`config.mk`:
```
export PLATFORM = sky130hd
export DESIGN_NAME = cpu_boot_ctrl
export DESIGN_NICKNAME = d
export VERILOG_FILES = /design/src/rtl/kiwi_boot_pkg.sv /design/src/rtl/boot_csum16.sv /design/src/rtl/cpu_boot_ctrl.sv
export SDC_FILE = /design/constraint.sdc
export NUM_CORES = 1
export LEC_CHECK = 0
export ABC_CLOCK_PERIOD_IN_PS = 6900
export BUFFER_PORTS_ARGS = -buffer_cell sky130_fd_sc_hd__buf_2
export CAP_MARGIN = 15
export CORE_UTILIZATION = 55
export DETAILED_ROUTE_END_ITERATION = 10
export PLACE_DENSITY_LB_ADDON = 0.08
export SYNTH_ARGS = -nofsm -noshare
export SYNTH_HDL_FRONTEND = slang
export SYNTH_SLANG_ARGS = --single-unit
export TNS_END_PERCENT = 10
```
`constraint.sdc`:
```
create_clock -name clk -period 6.9 [get_ports clk]
set_input_delay 0.69 -clock clk [delete_from_list [all_inputs] [get_ports clk]]
set_output_delay 0.69 -clock clk [all_outputs]
set_load 0.05 [all_outputs]
```
`src/rtl/kiwi_boot_pkg.sv`:
```
// Shared boot-sequencer types: FSM states, error codes, CPU reset-vector bit indices.
// Pure declarations; no latency or backpressure of its own.
package kiwi_boot_pkg;

  typedef enum logic [2:0] {
    ST_IDLE,
    ST_HDR,
    ST_LOAD,
    ST_CHK,
    ST_BOOT,
    ST_RUN,
    ST_ERROR
  } boot_state_t;

  localparam logic [1:0] ERR_NONE = 2'd0;
  localparam logic [1:0] ERR_LEN  = 2'd1;
  localparam logic [1:0] ERR_CSUM = 2'd2;

  // Bit positions within the CPU's rst[2:1] vector, shared with the CPU core.
  localparam int RST_LOAD = 1;
  localparam int RST_RUN  = 2;

  function automatic logic [2:1] rst_vec(input boot_state_t s);
    logic [2:1] v;
    v = '0;
    case (s)
      ST_LOAD, ST_CHK: v[RST_LOAD] = 1'b1;
      ST_BOOT, ST_RUN: v[RST_RUN]  = 1'b1;
      default:         v = '0;
    endcase
    return v;
  endfunction

endpackage

```
`src/rtl/boot_csum16.sv`:
```
// 16-bit modulo running sum with clear/enable; o_zero flags (sum + i_data) == 0.
// Sum updates one cycle after i_en; o_zero is combinational; no backpressure.
module boot_csum16 (
  input  logic        clk,
  input  logic        rst_n,
  input  logic        i_clr,
  input  logic        i_en,
  input  logic [15:0] i_data,
  output logic        o_zero
);

  logic [15:0] r_sum;
  logic [15:0] w_sum_nxt;

  assign w_sum_nxt = r_sum + i_data;
  assign o_zero    = (w_sum_nxt == 16'h0000);

  always_ff @(posedge clk or negedge rst_n) begin
    if (!rst_n) begin
      r_sum <= '0;
    end else if (i_clr) begin
      r_sum <= '0;
    end else if (i_en) begin
      r_sum <= w_sum_nxt;
    end
  end

endmodule

```
`src/rtl/cpu_boot_ctrl.sv`:
```
// Boot/run sequencer: loads a length-prefixed image into code BRAM, verifies checksum, releases CPU.
// Registered outputs, BRAM write one cycle after accept; s_ready only in HDR/LOAD/CHK, one word/clock.
module cpu_boot_ctrl
  import kiwi_boot_pkg::*;
#(
  parameter int ADDR_W    = 11,
  parameter int MAX_WORDS = 1024
) (
  input  logic              clk,
  input  logic              rst_n,
  input  logic              start,
  input  logic              abort,
  input  logic              s_valid,
  input  logic [15:0]       s_data,
  output logic              s_ready,
  output logic              code_we,
  output logic [ADDR_W-1:0] code_addr,
  output logic [15:0]       code_data,
  output logic [2:1]        cpu_rst,
  output logic              boot_done,
  output logic              busy,
  output logic [1:0]        err,
  output logic [ADDR_W-1:0] words_loaded
);

  localparam logic [ADDR_W-1:0] MAX_W = ADDR_W'(MAX_WORDS);

  boot_state_t       r_state;
  boot_state_t       w_next;
  logic [1:0]        w_err_nxt;
  logic [ADDR_W-1:0] r_len;
  logic [ADDR_W-1:0] r_words_loaded;
  logic [1:0]        r_err;
  logic              r_code_we;
  logic [ADDR_W-1:0] r_code_addr;
  logic [15:0]       r_code_data;
  logic [2:1]        r_cpu_rst;
  logic              r_boot_done;
  logic              r_busy;

  logic w_acc;
  logic w_start_ok;
  logic w_hdr_ok;
  logic w_last;
  logic w_wr;
  logic w_csum_zero;

  assign s_ready    = (r_state == ST_HDR) || (r_state == ST_LOAD) || (r_state == ST_CHK);
  // abort masks every side effect of a word presented in the same cycle
  assign w_acc      = s_valid & s_ready & ~abort;
  assign w_start_ok = start & ~abort &
                      ((r_state == ST_IDLE) || (r_state == ST_RUN) || (r_state == ST_ERROR));
  assign w_hdr_ok   = (s_data != 16'h0000) && (s_data <= 16'(MAX_WORDS));
  assign w_last     = (r_words_loaded == r_len - ADDR_W'(1));
  assign w_wr       = w_acc && (r_state == ST_LOAD);

  boot_csum16 u_csum (
    .clk    (clk),
    .rst_n  (rst_n),
    .i_clr  (w_start_ok),
    .i_en   (w_wr),
    .i_data (s_data),
    .o_zero (w_csum_zero)
  );

  always_ff @(posedge clk or negedge rst_n) begin
    if (!rst_n) begin
      r_state <= ST_IDLE;
    end else begin
      r_state <= w_next;
    end
  end

  always_comb begin
    w_next    = r_state;
    w_err_nxt = r_err;
    if (abort) begin
      w_next = ST_IDLE;
    end else if (w_start_ok) begin
      w_next    = ST_HDR;
      w_err_nxt = ERR_NONE;
    end else begin
      case (r_state)
        ST_HDR: begin
          if (w_acc) begin
            if (w_hdr_ok) begin
              w_next = ST_LOAD;
            end else begin
              w_next    = ST_ERROR;
              w_err_nxt = ERR_LEN;
            end
          end
        end
        ST_LOAD: begin
          if (w_acc && w_last) w_next = ST_CHK;
        end
        ST_CHK: begin
          if (w_acc) begin
            if (w_csum_zero) begin
              w_next = ST_BOOT;
            end else begin
              w_next    = ST_ERROR;
              w_err_nxt = ERR_CSUM;
            end
          end
        end
        ST_BOOT: w_next = ST_RUN;
        default: w_next = r_state;
      endcase
    end
  end

  // Status outputs are registered from the next state so they line up with r_state.
  always_ff @(posedge clk or negedge rst_n) begin
    if (!rst_n) begin
      r_err          <= ERR_NONE;
      r_cpu_rst      <= '0;
      r_boot_done    <= 1'b0;
      r_busy         <= 1'b0;
      r_code_we      <= 1'b0;
      r_code_addr    <= '0;
      r_code_data    <= '0;
      r_len          <= '0;
      r_words_loaded <= '0;
    end else begin
      r_err       <= w_err_nxt;
      r_cpu_rst   <= rst_vec(w_next);
      r_boot_done <= (w_next == ST_BOOT);
      r_busy      <= (w_next == ST_HDR) || (w_next == ST_LOAD) ||
                     (w_next == ST_CHK) || (w_next == ST_BOOT);
      r_code_we   <= w_wr;
      if (w_wr) begin
        r_code_addr <= r_words_loaded;
        r_code_data <= s_data;
      end
      if (w_start_ok) begin
        r_len          <= '0;
        r_words_loaded <= '0;
      end else begin
        if ((r_state == ST_HDR) && w_acc && w_hdr_ok) r_len <= s_data[ADDR_W-1:0];
        if (w_wr && (r_words_loaded != MAX_W)) r_words_loaded <= r_words_loaded + ADDR_W'(1);
      end
    end
  end

  assign err          = r_err;
  assign cpu_rst      = r_cpu_rst;
  assign boot_done    = r_boot_done;
  assign busy         = r_busy;
  assign code_we      = r_code_we;
  assign code_addr    = r_code_addr;
  assign code_data    = r_code_data;
  assign words_loaded = r_words_loaded;

endmodule

```
==> impl_metrics.py <==
metrics = {
    "synth": {
        "post_synth_mux_area_share_pct": 0.2362,
        "synth_top_family_by_area": "simple AND/OR/NAND/NOR gates",
        "netlist.top_cell.by_area": "sky130_fd_sc_hd__dfrtp_1",
        "ys_async_sr_fraction_pct": 100.0,
        "synthesis_stage_register_bit_count": 75,
        "yosysWarningCount": 0,
        "yosysTopAreaCellShare_pct": 44.29,
        "synth.cell_area_mm2": 0.004238,
        "yosys.cell_count.top_type": "sky130_fd_sc_hd__nand2_1",
        "synthesis.nets": 526,
        "synthesis.instances": 486,
        "synth_flop_cell": "sky130_fd_sc_hd__dfrtp_1",
        "post_synth_xor_area_fraction_pct": 7.647,
        "synth_compound_area_share_pct": 15.38,
        "synth_seq_area_share_pct": 44.29,
        "yosysUniqueCellTypes": 54,
        "synth.cells.most_frequent": "sky130_fd_sc_hd__nand2_1, sky130_fd_sc_hd__dfrtp_1, sky130_fd_sc_hd__o21ai_0",
        "synth_adder_area_share_pct": 5.787,
        "ys_top_cells_by_area": "sky130_fd_sc_hd__dfrtp_1, sky130_fd_sc_hd__nand2_1, sky130_fd_sc_hd__ha_1",
        "count_of_flip_flops_with_a_built_in_enable_after_synthesis": 0,
        "avg_synthesized_cell_area_um2": 8.720,
        "synth_simple_gate_area_share_pct": 22.23,
    },
    "clock_tree": {
        "tritoncts": "yes",
        "cts-root-buf": "sky130_fd_sc_hd__clkbuf_8",
        "number_of_buffers_inserted_during_clock_tree_synthesis": 9,
        "clkSinkCount": 75,
        "clkTransAtPathRegs_ns": 0.08,
        "cts_setup_buffers": 0,
        "h_tree_level_count": 3,
        "cts_resized": 0,
        "cts.path.max_buffers": 2,
        "cts_hold_buffers": 0,
        "clock_latency_ns": 0.34,
    },
    "layout": {
        "final_nets": 580,
        "diodes": 0,
        "fin_area_mm2": 0.004831,
        "stdcell_count": 644,
        "synthToLayoutAreaGrowth_pct": 13.99,
        "drive_gt1_share_pct": 16.51,
        "num-fill-cells": 648,
    },
    "worst_setup_path": {
        "critPathMaxFanout": 5,
        "critPathArrivalTime_ns": 3.76,
        "setup.worst_path.start": "s_data[0]",
        "cp-end-kind": "flip-flop",
        "worst-endpoint-required_ns": 7.14,
        "crit_cells": 11,
        "startpoint_type": "input port",
        "crit_type": "in2reg",
        "max_stage_delay_ns": 0.59,
        "timing.critical_path.cells": "buf_2, ha_1, fa_1, a21o_1, a221o_1, a31oi_2, xor2_1, nand4_1, or4b_1, or2_4, a2111oi_4",
        "critical_path_capture_point": "boot_done$_DFF_PN0_",
        "worst_path_max_delay_cell": "sky130_fd_sc_hd__or4b_1",
        "cp_top_family": "compound AO/OA/AOI/OAI gates",
        "cp.buffers_inverters": 1,
        "timing.reg2reg.setup_slack_ns": 3.47,
        "ff2ff_path_depth": 10,
        "worstReg2RegEnd": "boot_done$_DFF_PN0_",
        "r2r-start": "u_csum.r_sum[0]$_DFFE_PN0P_",
    },
    "placed_design": {
        "place_inst": 628,
        "placement.setup.worst_slack_ns": 3.003,
        "post-dp-hpwl_um": 6901,
        "gp_congestion": 0.9782,
        "instance_area_at_placement_mm2": 0.004614,
        "numPortBuffers": 66,
    },
    "route": {
        "viasPerCell": 5.643,
        "postRouteWirelength_um": 9550,
        "routed-via-count": 3634,
        "remaining_routing_drc_violations": 0,
        "drtIter0Drc": 112,
        "avgRoutedWirePerCell_um": 14.83,
        "drt.antenna.violating_nets": 0,
        "drt-pass1-iter-count": 4,
    },
    "timing": {
        "tns_ns": 0,
        "fin_ws_ns": 3.382,
        "timing.final.crit_period_ns": 3.518,
        "final.period_utilization_pct": 50.99,
        "worst_pin_slew_ns": 0.9112,
        "fmax_mhz": 284.3,
        "grt_setup_unrepaired": "no",
        "finalHoldViolations": 0,
        "slew-limit-headroom_pct": 39.25,
        "final_max_slew_viol_count": 0,
        "clock-skew-final_ns": 0.008254,
        "setup-violations-final": 0,
    },
    "floorplanning": {
        "placement_rows": 31,
        "dieArea_mm2": 0.008060,
        "initial_utilization_pct": 57.50,
        "core_area_mm2": 0.007370,
        "floorplan.die.height_um": 89.78,
        "die_wd_um": 89.78,
        "design.portCount": 67,
    },
    "hold_path": {
        "hold_path.class": "reg2reg",
    },
    "global_route": {
        "first_global_vias": 3454,
        "leftover_overflow_at_the_end_of_global_routing": 0,
        "gr-usage-all-layers_pct": 25.69,
        "pin_count_of_the_biggest_net_entering_global_routing": 76,
        "antenna_violations_before_repair": 0,
        "wire_length_of_the_first_global_routing_pass_um": 16620,
    },
    "power_and_ir_drop": {
        "power.leakage_nw": 2.465,
        "vdd_ir_drop_max_mv": 0.1834,
        "power_per_cell_area_mw_per_mm2": 335.8,
    },
    "run_status": {
        "outcome": "finished, final reports clean",
    },
    "job": {
        "maxCapViolCount": 0,
    },
}
==> where the power goes <==
group / internal, mW / switching, mW / leakage [nW]
Clock: 0.204 / 0.165 / 0.103
Sequential: 0.528 / 0.0577 / 1.01
Combinational: 0.190 / 0.477 / 1.35
==> sequential cells by signal (all words and copies together), names as in the netlist <==
register      cells
boot_done         1
busy              1
code_addr        11
code_data        16
code_we           1
cpu_rst           2
err               2
r_len            11
r_state           3
u_csum.r_sum     16
words_loaded     11
==> worst min-delay path, stage by stage (launching register included) <==
cell and delay, ns:
sky130_fd_sc_hd__dfrtp_1 0.34, sky130_fd_sc_hd__nand2_1 0.05, sky130_fd_sc_hd__nand2_1 0.06
==> cell usage in the layout, fill, tap and decap left out, types with 7 or more instances in the layout <==
cell type / instances
sky130_fd_sc_hd__nand2_1: 87
sky130_fd_sc_hd__dfrtp_1: 75
sky130_fd_sc_hd__buf_2: 65
sky130_fd_sc_hd__o21ai_0: 45
sky130_fd_sc_hd__nand3_1: 33
sky130_fd_sc_hd__nor2_1: 30
sky130_fd_sc_hd__inv_1: 22
sky130_fd_sc_hd__xor2_1: 20
sky130_fd_sc_hd__ha_1: 18
sky130_fd_sc_hd__a21oi_1: 17
sky130_fd_sc_hd__xnor2_1: 17
sky130_fd_sc_hd__nor3_1: 12
sky130_fd_sc_hd__a21o_1: 9
sky130_fd_sc_hd__clkbuf_8: 9
sky130_fd_sc_hd__nand4_1: 7
==> cell families after synthesis <==
group / Yosys count
AO/OA/AOI/OAI: 104
XOR/XNOR: 37
adder cells (fa/ha/maj): 19
buffers and inverters: 48
flip-flops: 75
multiplexers: 1
AND/OR/NAND/NOR: 202
==> layout make-up <==
cell class / instances / area (um^2) / share of cell area, %
Clock inverter: 6 / 88.84 / 1.839
Tap cell: 99 / 123.9 / 2.564
Sequential cell: 75 / 1877 / 38.85
Timing Repair Buffer: 68 / 347.8 / 7.200
Inverter: 23 / 86.33 / 1.787
Multi-Input combinational cell: 363 / 2180 / 45.12
Clock buffer: 10 / 127.6 / 2.642
==> routing by layer <==
layer  share of wire [%]  vias to the layer above  global-route usage, %  wire length (um)
met4                 1.5                        0                  9.426               143
met1                  47                     1735                  35.36              4456
met3                 3.5                       13                  3.469               334
met5                   0                        -                      0                 0
met2                  48                       90                  41.60              4616
li1                    -                     1796                      -                 -
==> worst min path at each step <==
stage	to	startpoint	slack, ns	cells past startpoint
2_1_floorplan	boot_done$_DFF_PN0_	rst_n	0.39	0
3_3_place_gp	code_addr[8]$_DFFE_PN0P_	code_addr[8]$_DFFE_PN0P_	0.45	2
3_5_place_dp	code_addr[10]$_DFFE_PN0P_	code_addr[10]$_DFFE_PN0P_	0.46	2
4_1_cts	code_addr[5]$_DFFE_PN0P_	code_addr[5]$_DFFE_PN0P_	0.48	2
5_1_grt	code_addr[5]$_DFFE_PN0P_	code_addr[5]$_DFFE_PN0P_	0.50	2
6_report	code_addr[5]$_DFFE_PN0P_	code_addr[5]$_DFFE_PN0P_	0.47	2
==> per-stage QoR <==
stage | total power, mW | utilization [%] | hold slack (ns)
floorplan | 1.100 | - | 0.3944
global placement | 1.246 | 62.61 | 0.4544
detailed placement | 1.260 | 62.61 | 0.4577
CTS | 1.632 | 65.55 | 0.4771
global route | 1.721 | 65.55 | 0.4993
finish | 1.622 | 65.55 | 0.4716
(Power assumes the default switching activity.)
